===== src/rtl/slink_axi_pkg.sv =====
// Shared constants for the SLINK AXI target: packet data types, channel indices
// and header field positions used by the channel formatters and arbiter.
package slink_axi_pkg;

    localparam logic [7:0] DT_AW = 8'h20;
    localparam logic [7:0] DT_W  = 8'h21;
    localparam logic [7:0] DT_B  = 8'h22;
    localparam logic [7:0] DT_AR = 8'h23;
    localparam logic [7:0] DT_R  = 8'h24;

    // Header layout shared by every packed channel packet
    localparam int DT_LSB      = 0;
    localparam int DT_MSB      = 7;
    localparam int WC_LSB      = 8;
    localparam int WC_MSB      = 23;
    localparam int PAYLOAD_LSB = 24;

    localparam int NUM_CH = 3;

    // Order of the enum is the round-robin order
    typedef enum logic [1:0] {
        CH_AW = 2'd0,
        CH_W  = 2'd1,
        CH_AR = 2'd2
    } ch_e;

    function automatic int max_int(input int a, input int b);
        return (a > b) ? a : b;
    endfunction

endpackage


===== src/rtl/slink_rr_arbiter.sv =====
// Combinational round-robin picker: first requester at or after ptr wins;
// ptr_nxt names the slot after the winner so it is searched last next time.
module slink_rr_arbiter #(
    parameter int N  = 3,
    parameter int PW = (N > 1) ? $clog2(N) : 1
) (
    input  logic [N-1:0]  req,
    input  logic [PW-1:0] ptr,
    output logic [N-1:0]  gnt,
    output logic [PW-1:0] ptr_nxt,
    output logic          any_gnt
);

    always_comb begin
        // NOTE: every output gets a default first so no path through the loop infers a latch.
        gnt     = '0;
        ptr_nxt = ptr;
        any_gnt = 1'b0;
        for (int off = 0; off < N; off++) begin
            int idx;
            idx = int'(ptr) + off;
            if (idx >= N) idx = idx - N;
            if (!any_gnt && req[idx]) begin
                any_gnt  = 1'b1;
                gnt[idx] = 1'b1;
                ptr_nxt  = (idx == N - 1) ? '0 : PW'(idx + 1);
            end
        end
    end

endmodule


===== src/rtl/slink_axi_tgt_chan_arb.sv =====
// Schedules AW, W and AR packets onto the single A2L path: round-robin with
// W-burst locking, W-after-AW ordering and outstanding-transaction limits.
module slink_axi_tgt_chan_arb
    import slink_axi_pkg::*;
#(
    parameter int PKT_WIDTH       = 105,
    parameter int MAX_WR_OUTSTAND = 8,
    parameter int MAX_RD_OUTSTAND = 8,
    localparam int CNT_W = $clog2(max_int(MAX_WR_OUTSTAND, MAX_RD_OUTSTAND)) + 1
) (
    input  logic                 axi_clk,
    input  logic                 axi_reset,
    input  logic                 enable,
    input  logic                 aw_valid,
    output logic                 aw_ready,
    input  logic [PKT_WIDTH-1:0] aw_data,
    input  logic                 w_valid,
    output logic                 w_ready,
    input  logic                 w_last,
    input  logic [PKT_WIDTH-1:0] w_data,
    input  logic                 ar_valid,
    output logic                 ar_ready,
    input  logic [PKT_WIDTH-1:0] ar_data,
    output logic                 a2l_valid,
    input  logic                 a2l_ready,
    output logic [PKT_WIDTH-1:0] a2l_data,
    input  logic                 b_done,
    input  logic                 r_done,
    output logic [CNT_W-1:0]     wr_outstand,
    output logic [CNT_W-1:0]     rd_outstand,
    output logic                 cnt_err
);

    localparam logic [CNT_W-1:0] WR_MAX = CNT_W'(MAX_WR_OUTSTAND);
    localparam logic [CNT_W-1:0] RD_MAX = CNT_W'(MAX_RD_OUTSTAND);

    ch_e                  rr_ptr;
    logic                 w_lock;
    logic [CNT_W-1:0]     aw_w_debt;
    logic                 load_ok, grant_en;
    logic [NUM_CH-1:0]    req, gnt;
    logic [1:0]           ptr_nxt;
    logic                 any_gnt;
    logic                 aw_gnt, w_gnt, ar_gnt, wlast_gnt;
    logic [PKT_WIDTH-1:0] sel_data;

    function automatic logic [CNT_W-1:0] cnt_step(input logic [CNT_W-1:0] c,
                                                  input logic inc, input logic dec);
        if (inc && !dec)             return c + CNT_W'(1);
        if (dec && !inc && c != '0)  return c - CNT_W'(1);
        return c;
    endfunction

    // Readys are forced low while reset is asserted, even though they are combinational
    assign load_ok  = ~a2l_valid | a2l_ready;
    assign grant_en = load_ok & enable & ~axi_reset;

    assign req[CH_AW] = grant_en & aw_valid & (wr_outstand < WR_MAX)
                        & (aw_w_debt < WR_MAX) & ~w_lock;
    assign req[CH_W]  = grant_en & w_valid & (aw_w_debt != '0);
    assign req[CH_AR] = grant_en & ar_valid & (rd_outstand < RD_MAX) & ~w_lock;

    slink_rr_arbiter #(.N(NUM_CH), .PW(2)) u_rr_arbiter (
        .req     (req),
        .ptr     (rr_ptr),
        .gnt     (gnt),
        .ptr_nxt (ptr_nxt),
        .any_gnt (any_gnt)
    );

    assign aw_gnt    = gnt[CH_AW];
    assign w_gnt     = gnt[CH_W];
    assign ar_gnt    = gnt[CH_AR];
    assign wlast_gnt = w_gnt & w_last;
    assign aw_ready  = aw_gnt;
    assign w_ready   = w_gnt;
    assign ar_ready  = ar_gnt;

    always_comb begin
        sel_data = aw_data;
        if (w_gnt)  sel_data = w_data;
        if (ar_gnt) sel_data = ar_data;
    end

    // NOTE: state registers use non-blocking assignments so every flop samples pre-edge values.
    always_ff @(posedge axi_clk or posedge axi_reset) begin
        if (axi_reset) begin
            rr_ptr      <= CH_AW;
            w_lock      <= 1'b0;
            aw_w_debt   <= '0;
            wr_outstand <= '0;
            rd_outstand <= '0;
            cnt_err     <= 1'b0;
            a2l_valid   <= 1'b0;
            a2l_data    <= '0;
        end else begin
            if (any_gnt) rr_ptr <= ch_e'(ptr_nxt);
            if (w_gnt)   w_lock <= ~w_last;

            wr_outstand <= cnt_step(wr_outstand, aw_gnt, b_done);
            rd_outstand <= cnt_step(rd_outstand, ar_gnt, r_done);
            aw_w_debt   <= cnt_step(aw_w_debt, aw_gnt, wlast_gnt);

            // Sticky underflow flag: a completion arrived with nothing outstanding
            if ((b_done && !aw_gnt && wr_outstand == '0) ||
                (r_done && !ar_gnt && rd_outstand == '0) ||
                (wlast_gnt && !aw_gnt && aw_w_debt == '0))
                cnt_err <= 1'b1;

            if (any_gnt) begin
                a2l_valid <= 1'b1;
                a2l_data  <= sel_data;
            end else if (a2l_ready) begin
                a2l_valid <= 1'b0;
            end
        end
    end

endmodule

===== config.mk =====
export PLATFORM = sky130hd
export DESIGN_NAME = slink_axi_tgt_chan_arb
export DESIGN_NICKNAME = d
export VERILOG_FILES = /design/src/rtl/slink_axi_pkg.sv /design/src/rtl/slink_rr_arbiter.sv /design/src/rtl/slink_axi_tgt_chan_arb.sv
export SDC_FILE = /design/constraint.sdc
export NUM_CORES = 1
export LEC_CHECK = 0
export CAP_MARGIN = 20
export CORE_AREA = 8 8 168 170
export DETAILED_ROUTE_END_ITERATION = 7
export DIE_AREA = 0 0 176 178
export HOLD_SLACK_MARGIN = 0.06
export PLACE_DENSITY = 0.69
export SYNTH_ARGS = -nofsm -noshare
export SYNTH_HDL_FRONTEND = slang
export SYNTH_SLANG_ARGS = --single-unit
export TNS_END_PERCENT = 30

===== constraint.sdc =====
create_clock -name axi_clk -period 4 [get_ports axi_clk]
set_input_delay 0.8 -clock axi_clk [delete_from_list [all_inputs] [get_ports axi_clk]]
set_output_delay 0.8 -clock axi_clk [all_outputs]
set_load 0.05 [all_outputs]

==> key figures <==
Final layout
  • Post-route cell area: roughly 13,000 um2
  • Layout cell share with drive strength beyond 1: between 10% and 20%
  • Layout area overhead: 66.48%
  • # nets final: between 1,500 and 2,000

Routing
  • Number of vias per cell: approximately 5
  • Detailed Route WL: between 30,000 and 40,000 um
  • Router iterations before antenna repair: 4
  • Via Count: roughly 8,600
  • WL/cell: around 19 um
  • DRT antenna net count: 0
  • 1st-iter DRT viols: about 650
  • DRC: 0

Placed design
  • Routability Congestion: 0.9359
  • Placement Cell Area: ~13,000 um2
  • Detailed Place HPWL: about 25,000 um
  • Setup Slack @ Placement: about 0.38 ns
  • Buffers added on ports: 442

Worst setup path
  • Crit-path max FO: 3
  • Flop2flop setup slack: approximately 0.86 ns
  • Required @ worst endpoint: 3.20 ns
  • R2R Path End: a2l_data[1]
  • WP data arrival: 2.85 ns
  • Critical Path End Type: primary output
  • R2r worst-path depth: 12
  • Launch point of the worst reg-to-reg path: rr_ptr[0]
  • Worst setup endpoint: ar_ready
  • CP startpoint kind: primary input
  • Critical Path Start: aw_valid
  • Worst setup path class: primary input to primary output

CTS
  • CTS Buf Count: 17
  • Skew-Pair Late Insertion Delay: between 0.4 and 0.5 ns
  • Clock transition at the registers of the reported paths: 0.06 ns
  • Post-CTS sizing: 0
  • Cts hold-fix bufs: 0
  • Setup bufs post-CTS: 0
  • CTS H-tree lvls: 4
  • Root Driver: clkbuf_16
  • Clock Sinks: around 120
  • Clk buf depth: 2
  • TritonCTS clock tree: yes

Status
  • Status: completed

Die
  • Core box area: about 26,000 um2
  • Ports: between 400 and 500
  • Cell row count: 59
  • DIE WIDTH: roughly 180 um
  • Initial core utilization: 31.24%
  • Die area: around 31,000 um2
  • Overall die height: 178 um

Logic synthesis
  • FF+latch count, synth: between 100 and 150
  • Mean Syn Cell Area: roughly 8.1 um2
  • Syn Nets: 1,326
  • Main flop type after synthesis: dfrtp_1
  • Async SR Flop Fraction: 100.0%
  • Yosys top cell by area: dfrtp_1
  • Post-synth cell types: between 50 and 60
  • Post-synth EDFFs: 0
  • Top cells by count, synth: nand2_1, dfrtp_1, nor2_1
  • Count leader, synth: nand2_1
  • Post-Syn Instances: 991
  • Top post-synthesis cells by area: dfrtp_1, nand2_1, o31ai_2
  • Post-synth top area share: a little under two fifths
  • Syn. warnings: 0
  • Cell Area, Synth: roughly 8000 um2
  • Register area share after synthesis: 38.15%

STA
  • Final Critical Period: around 3.7 ns
  • Worst setup margin: 0.3492 ns
  • Final setup vio count: 0
  • Fmax: 273.9 MHz
  • Slew HR: approximately 33%
  • Worst-margin pin slew: between 1 and 1.5 ns
  • Fin crit share: ~91%
  • Slew Limit Fails: 0
  • Unrepaired setup endpoints after global routing: false
  • Final setup TNS: 0 ns
  • Clk_skew: 0.01200 ns
  • Final Hold Viols: 0

Power and ir drop
  • PD cells: 714.3 nW/um2
  • LEAKAGE: between 5 and 6 nW
  • Power Total: around 9.5 mW
  • VDD IR max: between 0.3 and 0.4 mV

Global route
  • Global route overflow: 0
  • First-pass GRT wire length: a little over 50,000 um
  • Total track usage: around a fifth
  • Initial antenna violation count: 2
  • Vias in the first global route: a little under 9,000
  • Largest net degree at the start of global routing: approximately 120

Flow run
  • Max Cap Viol: 0

Worst hold path
  • HP Class: flop to flop
  • Hold path cells: 2
-- critical path, stage by stage --
cell             delay, ns
clkdlybuf4s50_1       0.48
or4b_1                0.50
o211ai_1              0.29
nor3_1                0.11
a21oi_1               0.18
nor2b_4               0.21
inv_1                 0.08
buf_4                 0.19
-- registers in the layout, summed over array words and instances, names as in the netlist --
name / flops
a2l_data: 105
aw_w_debt: 4
rd_outstand: 4
wr_outstand: 4
rr_ptr: 2
a2l_valid: 1
cnt_err: 1
w_lock: 1
-- area by class of cell --
| cell class | instances | area, um2 |
|---|---|---|
| Clock buffer | 19 | 452.9 |
| Sequential cell | 122 | 3053 |
| Multi-Input combinational cell | 777 | 4482 |
| Antenna cell | 5 | 12.51 |
| Tap cell | 335 | 419.2 |
| Inverter | 16 | 66.31 |
| Fill cell | 2407 | 12290 |
| Timing Repair Buffer | 459 | 4669 |
| Clock inverter | 13 | 167.7 |
-- cells in the final DEF, fill, tap and decap left out, drive strengths merged, types with 10 or more instances in the layout --
cell	count
mux2i	11
nor2	116
nand3	10
clkbuf	19
ha	10
clkdlybuf4s50	439
and3	108
inv	17
o31ai	106
nand2	329
buf	20
dfrtp	122
-- where the power goes --
| part | leakage, nW | switching, mW | internal [mW] | total, mW |
|---|---|---|---|---|
| clock | 0.288 | 0.628 | 1.02 | 1.65 |
| sequential | 1.52 | 0.397 | 1.81 | 2.20 |
| combinational | 4.00 | 3.58 | 2.09 | 5.67 |
| total | 5.81 | 4.60 | 4.92 | 9.52 |
-- logic make-up after synthesis --
| kind of cell | share of synthesized area (%) |
|---|---|
| xor gates and xnor gates | 0.6567 |
| buffers and inverters | 6.160 |
| and+or+nand+nor | 33.55 |
| AOI/OAI and AO/OA | 18.28 |
| DFF | 38.15 |
| muxes | 1.517 |
| adders and majority gates | 1.689 |
-- stage by stage --
stage               util [%]  hold slack [ns]  instances
finish                 52.01           0.4747       1746
global route           51.98           0.5016       1743
CTS                    51.96           0.4792       1741
detailed placement     49.54           0.4649       1709
global placement       49.54           0.4612       1709
floorplan                  -           0.5001        991
-- layer usage --
metal	share of wire, %	track usage [%]	vias to the layer above
li1	-	-	4165
met1	40	24.95	4029
met2	50	35.15	329
met3	7.3	5.080	40
met4	2.3	8.160	0
met5	0	0	-
-- how the worst min path moves through the flow --
stage,from,end,slack (ns)
floorplan,rr_ptr[1],rr_ptr[1],0.50
global placement,a2l_data[42],a2l_data[42],0.46
detailed placement,a2l_data[48],a2l_data[48],0.46
CTS,a2l_data[48],a2l_data[48],0.48
global route,a2l_data[8],a2l_data[8],0.50
finish,a2l_data[48],a2l_data[48],0.47
(Power assumes the default switching activity.)
